**config.mk**
```make
export PLATFORM = sky130hd
export DESIGN_NAME = ls_down_timer
export DESIGN_NICKNAME = d
export VERILOG_FILES = /design/src/rtl/ls_down_timer.sv
export SDC_FILE = /design/constraint.sdc
export NUM_CORES = 1
export LEC_CHECK = 0
export BUFFER_PORTS_ARGS = -buffer_cell sky130_fd_sc_hd__buf_2
export CAP_MARGIN = 10
export CORE_MARGIN = 10
export CORE_UTILIZATION = 56
export CTS_CLUSTER_SIZE = 8
export DETAILED_ROUTE_END_ITERATION = 10
export PLACE_DENSITY = 0.8
export SYNTH_ARGS = -nofsm -noshare
export SYNTH_HDL_FRONTEND = slang
export SYNTH_SLANG_ARGS = --single-unit
export TNS_END_PERCENT = 50
```
**constraint.sdc**
```tcl
create_clock -name cp -period 2.8 [get_ports cp]
set_input_delay 0.56 -clock cp [delete_from_list [all_inputs] [get_ports cp]]
set_output_delay 0.56 -clock cp [all_outputs]
set_load 0.02 [all_outputs]
```
**src/rtl/ls_down_timer.sv**
```systemverilog
// ls_down_timer: loadable down-counting timer with one-shot and auto-reload modes.
//
// Ports:
//   cp    - clock, all state changes on the rising edge
//   sr_b  - asynchronous active-low reset
//   p     - parallel load value (also becomes the reload value)
//   pe_b  - synchronous parallel load, active-low, highest priority
//   cep   - count enable (parallel)
//   cet   - count enable (trickle); counting needs cep & cet
//   mode  - 0 = one-shot, 1 = auto-reload
//   start - start / restart strobe
//   stop  - halt strobe, only meaningful while running
//   q     - current count (registered)
//   tc    - terminal-count pulse (registered), one cycle per expiry
//   busy  - high while the timer is running
module ls_down_timer #(
  parameter int WIDTH = 16
) (
  input  logic             cp,
  input  logic             sr_b,
  input  logic [WIDTH-1:0] p,
  input  logic             pe_b,
  input  logic             cep,
  input  logic             cet,
  input  logic             mode,
  input  logic             start,
  input  logic             stop,
  output logic [WIDTH-1:0] q,
  output logic             tc,
  output logic             busy
);

  typedef enum logic [1:0] {
    IDLE = 2'b00,
    RUN  = 2'b01,
    DONE = 2'b10
  } state_t;

  localparam logic [WIDTH-1:0] ZERO = {WIDTH{1'b0}};
  localparam logic [WIDTH-1:0] ONE  = {{(WIDTH-1){1'b0}}, 1'b1};

  state_t           state_r, state_s;
  logic [WIDTH-1:0] count_r, count_s;
  logic [WIDTH-1:0] rl_r, rl_s;
  logic             tc_r, tc_s;

  // State, count, reload and tc registers.
  always_ff @(posedge cp or negedge sr_b) begin
    if (!sr_b) begin
      state_r <= IDLE;
      count_r <= ZERO;
      rl_r    <= ZERO;
      tc_r    <= 1'b0;
    end else begin
      state_r <= state_s;
      count_r <= count_s;
      rl_r    <= rl_s;
      tc_r    <= tc_s;
    end
  end

  // Next-state logic: load > stop (only while running) > start > count step.
  always_comb begin
    state_s = state_r;
    count_s = count_r;
    rl_s    = rl_r;
    tc_s    = 1'b0;
    if (!pe_b) begin
      count_s = p;
      rl_s    = p;
      state_s = IDLE;
    end else if (stop && (state_r == RUN)) begin
      state_s = IDLE;
    end else if (start) begin
      if (state_r == RUN) begin
        count_s = rl_r;
      end else if (count_r == ZERO) begin
        // Nothing to count: expire immediately without ever entering RUN.
        state_s = DONE;
        tc_s    = 1'b1;
      end else begin
        state_s = RUN;
      end
    end else if ((state_r == RUN) && cep && cet) begin
      if (count_r > ONE) begin
        count_s = count_r - ONE;
      end else begin
        // Expiry. A zero reload value cannot be reloaded, so it falls
        // back to one-shot behaviour.
        tc_s = 1'b1;
        if (mode && (rl_r != ZERO)) begin
          count_s = rl_r;
        end else begin
          count_s = ZERO;
          state_s = DONE;
        end
      end
    end else begin
      state_s = state_r;
    end
  end

  assign q    = count_r;
  assign tc   = tc_r;
  assign busy = (state_r == RUN);

endmodule
```
==> results of run 1 <==
-- per-stage QoR --
step	instances	worst slack, ns	hold slack (ns)	util	power (mW)
after floorplan	249	0.649	0.264	-	0.978
after detailed placement	331	0.410	0.537	0.636	1.14
after global routing	339	0.106	0.413	0.657	1.57
after CTS	339	0.325	0.388	0.657	1.49
final	339	0.340	0.356	0.657	1.49
after global placement	331	0.520	0.521	0.636	1.12
-- registers in the layout, summed over array words and instances (netlist names) --
register,cells
q,16
rl_r,16
state_r,2
tc,1
-- power groups by stage --
stage / clock [mW] / combinational (mW) / sequential [mW]
2_1_floorplan: 0 / 0.255 / 0.722
3_3_place_gp: 0 / 0.421 / 0.699
3_5_place_dp: 0 / 0.431 / 0.704
4_1_cts: 0.360 / 0.433 / 0.696
5_1_grt: 0.384 / 0.477 / 0.710
6_report: 0.363 / 0.431 / 0.699
-- final timing paths --
path	start	end	slack, ns	depth (start not counted)
worst max-delay path	q[5]	q[15]	0.34	5
worst min-delay path	sr_b	rl_r[13]	0.36	1
worst max register to register	q[5]	q[15]	0.34	5
worst min register to register	state_r[1]	state_r[1]	0.55	2
max in group asynchronous	sr_b	q[11]	1.94	1
min in group cp	p[14]	rl_r[14]	0.48	3
-- final cells by class --
type                            count  area share
Clock buffer                        7      0.0291
Clock inverter                      1     0.00191
Inverter                            8      0.0114
Multi-Input combinational cell    192       0.503
Sequential cell                    35       0.333
Tap cell                           50      0.0238
Timing Repair Buffer               46      0.0972
-- layer usage --
layer / track usage / share of wire / wire length [um]
met3: 0.0348 / 0.082 / 510
met4: 0.0761 / 0.0075 / 47
met1: 0.218 / 0.42 / 2650
met5: 0 / 0 / 0
met2: 0.284 / 0.49 / 3040
-- worst max-delay path: cells and delay by family, from the launching register on --
kind,cells,cell delay [ns]
AO/OA/AOI/OAI,1,0.16
flip-flops,1,0.48
AND/OR/NAND/NOR,4,1.73
-- cell usage in the layout, fill, tap and decap left out, types with 5 or more instances in the layout --
master    instances
nor2b_1           9
inv_1             8
a21oi_1          16
dfrtp_1          35
clkbuf_8          5
nand2_1          22
buf_2            41
o21ai_0           7
o211ai_1          5
a222oi_1          5
nand3_1           7
xnor2_1           6
a31oi_1           7
mux2_2           12
nor2_1           29
a211oi_1          5
-- kinds of logic (layout without fill, tap and decap cells) --
family | Yosys count | count (layout)
flip-flops | 35 | 35
adder cells (fa/ha/maj) | 3 | 3
AO/OA/AOI/OAI | 65 | 65
AND/OR/NAND/NOR | 102 | 102
multiplexers | 14 | 14
XOR/XNOR | 8 | 8
buffers and inverters | 22 | 62
==> results.yml, run 1 <==
synth:
  synth_top_cells_by_area: "dfrtp_1, mux2_2, nor2_1, nand2_1, a21oi_1"
  muxShareOfSynthArea: 0.0673
  synth_adder_area_share: 0.0163
  synth_nets: 276
  synth-compound-area-share: 0.200
  leading_post_synthesis_cells_by_instance_count: "dfrtp_1, nor2_1, nand2_1, a21oi_1, mux2_2"
  dominantRegCellSynth: "dfrtp_1"
  post_synth_num_cell_types: 51
  ys_ff_latch: 35
  syn_inst: 249
  yosys.area.top_type_share: 0.380
  main_combinational_cell_family_by_area_after_synthesis: "simple AND/OR/NAND/NOR gates"
  synth_most_common_cell: "dfrtp_1"
  synth-warning-count: 0
  async_reset_ff_frac: 1.00
  yosys.area.top_type: "dfrtp_1"
  synth.yosys.seq_area_share: 0.380
  post_synth_instance_area_mm2: 0.00230
  post_synth_xor_xnor_area: 0.0304
  synth_enable_flop_cells: 0
  yosys.area_share.simple: 0.260
  post_synth.cell_area_avg_um2: 9.26
critical_path:
  slowest_stage: "nor4_4"
  slowest_delay_ns: 0.69
  critical_path_arrival_ns: 2.67
  crit_fanout: 11
  cp_data_required_time_ns: 3.01
  cp-end-kind: "flop"
  critical_path_cell_list: "nor4_4 -> nand4_2 -> nor4_4 -> a211oi_1 -> nor3_1"
  cp-start-kind: "flop"
  crit_path_frequent_cell: "nor4_4"
  timing_worst_setup_path_type: "flop to flop"
clock_network:
  holdBufCountCts: 0
  cts.sink_count: 35
  cts.path.max_buffers: 2
  cts-resized-gates: 0
  tritoncts.num_buffers: 5
  insertion_delay_ns: 0.29
  register_clock_pin_slew_on_the_reported_worst_setup_and_hold_paths_ns: 0.07
  cts.root.buffer_cell: "clkbuf_8"
  h-tree-depth: 2
  cts_tree: "done"
  postCtsSetupBuffers: 0
route:
  drt-vias-per-instance: 6.22
  detail_route.first_pass.iterations: 6
  vias: 2109
  antenna_violating_nets_post_route: 0
  drt_total_wl_mm: 6.25
  drt-wirelength-per-cell_um: 18.4
  drt_iter0_markers: 230
  drc: 0
run_status:
  status: "completed"
power:
  seqPwrFrac: 0.468
  share_comb_of_total_power: 0.289
  power.switching_uw: 561
  vdd_ir_drop_max_mv: 0.304
  power_per_cell_area_mw_per_mm2: 569
  leakagePower_nw: 1.11
  power.clock.fraction: 0.243
  internal_power_uw: 932
  netSwitchingFraction: 0.376
global_route:
  initial_antenna_violation_count: 0
  global_route.overflow_total: 0
  grt_pass1_vias: 2147
  grt_first_pass_wirelength_mm: 10.5
  grt_max_degree: 36
  grtUsageTotal: 0.175
die:
  ioPinCount: 42
  floorplan.core_area_mm2: 0.00400
  die-width_um: 84.2
  initial_utilization: 0.576
  row_count: 23
  die-area_mm2: 0.00708
  die_h_um: 84.2
cells_and_area:
  layout.area.seq_um2: 876
  layout-drive-gt1-share: 0.273
  fillCellCount: 351
  antenna_cells_inserted: 0
  layout.nets: 315
  multi_input_area_mm2: 0.00132
  syn_to_final_growth_pct: 14.0
  final_design_area_no_fill_mm2: 0.00263
placement:
  dpl-instance-area_mm2: 0.00254
  dp.final_hpwl_mm: 4.58
  io_buffer_count: 41
  gpl.final_weighted_congestion: 0.876
sta:
  final-setup-viol-count: 0
  tightestPinTransition_ns: 0.809
  hold_violations: 0
  rsz0062_at_grt: "false"
  fin_worst_skew_ns: 0.00855
  post-route-period-util: 0.879
  final-max-slew-violation-count: 0
  worst_slew_margin_rel: 0.461
  setup_tns_ns: 0
  finalCriticalPeriod_ns: 2.46
  fmaxAchievable_ghz: 0.406
worst_hold_path:
  timing.hold.worst.class: "input port to asynchronous set/reset pin"
job:
  cap_viol_max_count: 0
Note: power is estimated with default switching activity, not from simulation.
==> run 2, diff against run 1 <==
- CORE_ASPECT_RATIO: not set -> 0.9
==> run 2 against run 1 <==
Net effect:
- clock skew is essentially flat
- count of clock-buffer cells in the layout is the same
- first-iteration DRC count shrank 4.3%
- sequential power shrank 1%
- via count grew 2.5%
- critical endpoint is now q[1]
==> results.yml, run 2 (synthesized netlist as in run 1, its figures left out) <==
global_route:
  global_route.overflow_total: 0
  grt_first_pass_wirelength_mm: 10.4
  grt_pass1_vias: 2121
  grt_max_degree: 36
  grtUsageTotal: 0.183
  initial_antenna_violation_count: 0
placement:
  dp_worst_setup_slack_ns: 0.521
  gpl.final_weighted_congestion: 0.930
  dp.final_hpwl_mm: 4.68
  io_buffer_count: 41
  numPlacedInstances: 333
  dpl-instance-area_mm2: 0.00256
route:
  drt_iter0_markers: 220
  drt_total_wl_mm: 6.37
  antenna_violating_nets_post_route: 0
  vias: 2161
  detail_route.first_pass.iterations: 5
  drt-vias-per-instance: 6.34
  drt-wirelength-per-cell_um: 18.7
  drc: 0
sta:
  finalWorstSetupSlack_ns: 0.509
  tightestPinTransition_ns: 0.819
  setup_tns_ns: 0
  final-max-slew-violation-count: 0
  fin_worst_skew_ns: 0.00814
  rsz0062_at_grt: "false"
  post-route-period-util: 0.818
  hold_violations: 0
  finalCriticalPeriod_ns: 2.29
  hold-worst-slack_ns: 0.362
  fmaxAchievable_ghz: 0.437
  worst_slew_margin_rel: 0.454
  final-setup-viol-count: 0
clock_network:
  insertion_delay_ns: 0.28
  h-tree-depth: 2
  tritoncts.num_buffers: 5
  cts.root.buffer_cell: "clkbuf_8"
  holdBufCountCts: 0
  postCtsSetupBuffers: 0
  cts.path.max_buffers: 2
  register_clock_pin_slew_on_the_reported_worst_setup_and_hold_paths_ns: 0.07
  cts.sink_count: 35
  cts-resized-gates: 0
  cts_tree: "done"
die:
  die-area_mm2: 0.00708
  row_count: 22
  initial_utilization: 0.573
  die_h_um: 80.9
  die-width_um: 87.6
  floorplan.core_area_mm2: 0.00402
  ioPinCount: 42
critical_path:
  worstReg2RegStart: "q[9]"
  timing.rr.end: "q[1]"
  crit_fanout: 10
  worst_r2r_path_depth: 5
  slowest_stage: "dfrtp_1"
  worst_setup_path_startpoint: "q[9]"
  setup.reg_to_reg.worst_slack_ns: 0.51
  cp_data_required_time_ns: 2.94
  critical_path_arrival_ns: 2.44
  critical_path_cell_list: "nor4_2 -> nand4_2 -> o21a_1 -> a222oi_1 -> a31oi_1"
  critPathTopFamily: "compound AO/OA/AOI/OAI gates"
  endpoint: "q[1]"
  crit_buf_inv: 0
  cp-end-kind: "flop"
  worstSetupPathDepth: 5
  cp-start-kind: "flop"
  timing_worst_setup_path_type: "flop to flop"
  slowest_delay_ns: 0.49
job:
  cap_viol_max_count: 0
cells_and_area:
  layout.area.seq_um2: 876
  fillCellCount: 357
  antenna_cells_inserted: 0
  layout_common_cells: "buf_2, dfrtp_1, nor2_1"
  multi_input_area_mm2: 0.00132
  layout.nets: 319
  syn_to_final_growth_pct: 14.6
  layout-drive-gt1-share: 0.283
  final_design_area_no_fill_mm2: 0.00264
  layout_commonest_cell: "buf_2"
  finalNonFillerCells: 341
power:
  vdd_ir_drop_max_mv: 0.301
  leakagePower_nw: 1.13
  power_per_cell_area_mw_per_mm2: 562
worst_hold_path:
  timing.hold.worst.class: "input port to asynchronous set/reset pin"
run_status:
  status: "completed"
run 2: area by class of cell:
cell class                 count  area share
multi-input combinational    192       0.500
clock inverter                 1     0.00189
clock buffer                   7      0.0289
timing repair buffer          50       0.103
sequential                    35       0.332
tap                           48      0.0227
inverter                       8      0.0114
run 2: routing by layer:
| layer | wire length [um] | GRT usage |
|---|---|---|
| met5 | 0 | 0 |
| met4 | 79 | 0.0653 |
| met3 | 582 | 0.0470 |
| met2 | 3000 | 0.289 |
| met1 | 2710 | 0.238 |
run 2: power breakdown:
group	switching (mW)	internal, mW
logic	0.255	0.185
registers	0.116	0.574
clock network	0.180	0.175
total	0.550	0.934
run 2: worst min-delay path by stage:
stage	start	end	slack, ns	cells after the start
3_3_place_gp	rl_r[3]	q[3]	0.50	1
3_5_place_dp	rl_r[11]	rl_r[11]	0.51	1
5_1_grt	sr_b	rl_r[14]	0.40	1
6_report	sr_b	rl_r[14]	0.36	1
4_1_cts	sr_b	rl_r[14]	0.38	1
2_1_floorplan	sr_b	q[0]	0.26	0
run 2: per-stage QoR:
stage	util	total power, mW
floorplan	-	0.978
global placement	0.637	1.13
detailed placement	0.637	1.14
CTS	0.657	1.49
global route	0.657	1.57
finish	0.657	1.48
run 2: worst reg2reg max path, stage by stage (launching register included):
cell and delay, ns:
dfrtp_1 0.49, nor4_2 0.40, nand4_2 0.29, o21a_1 0.41
a222oi_1 0.42, a31oi_1 0.14
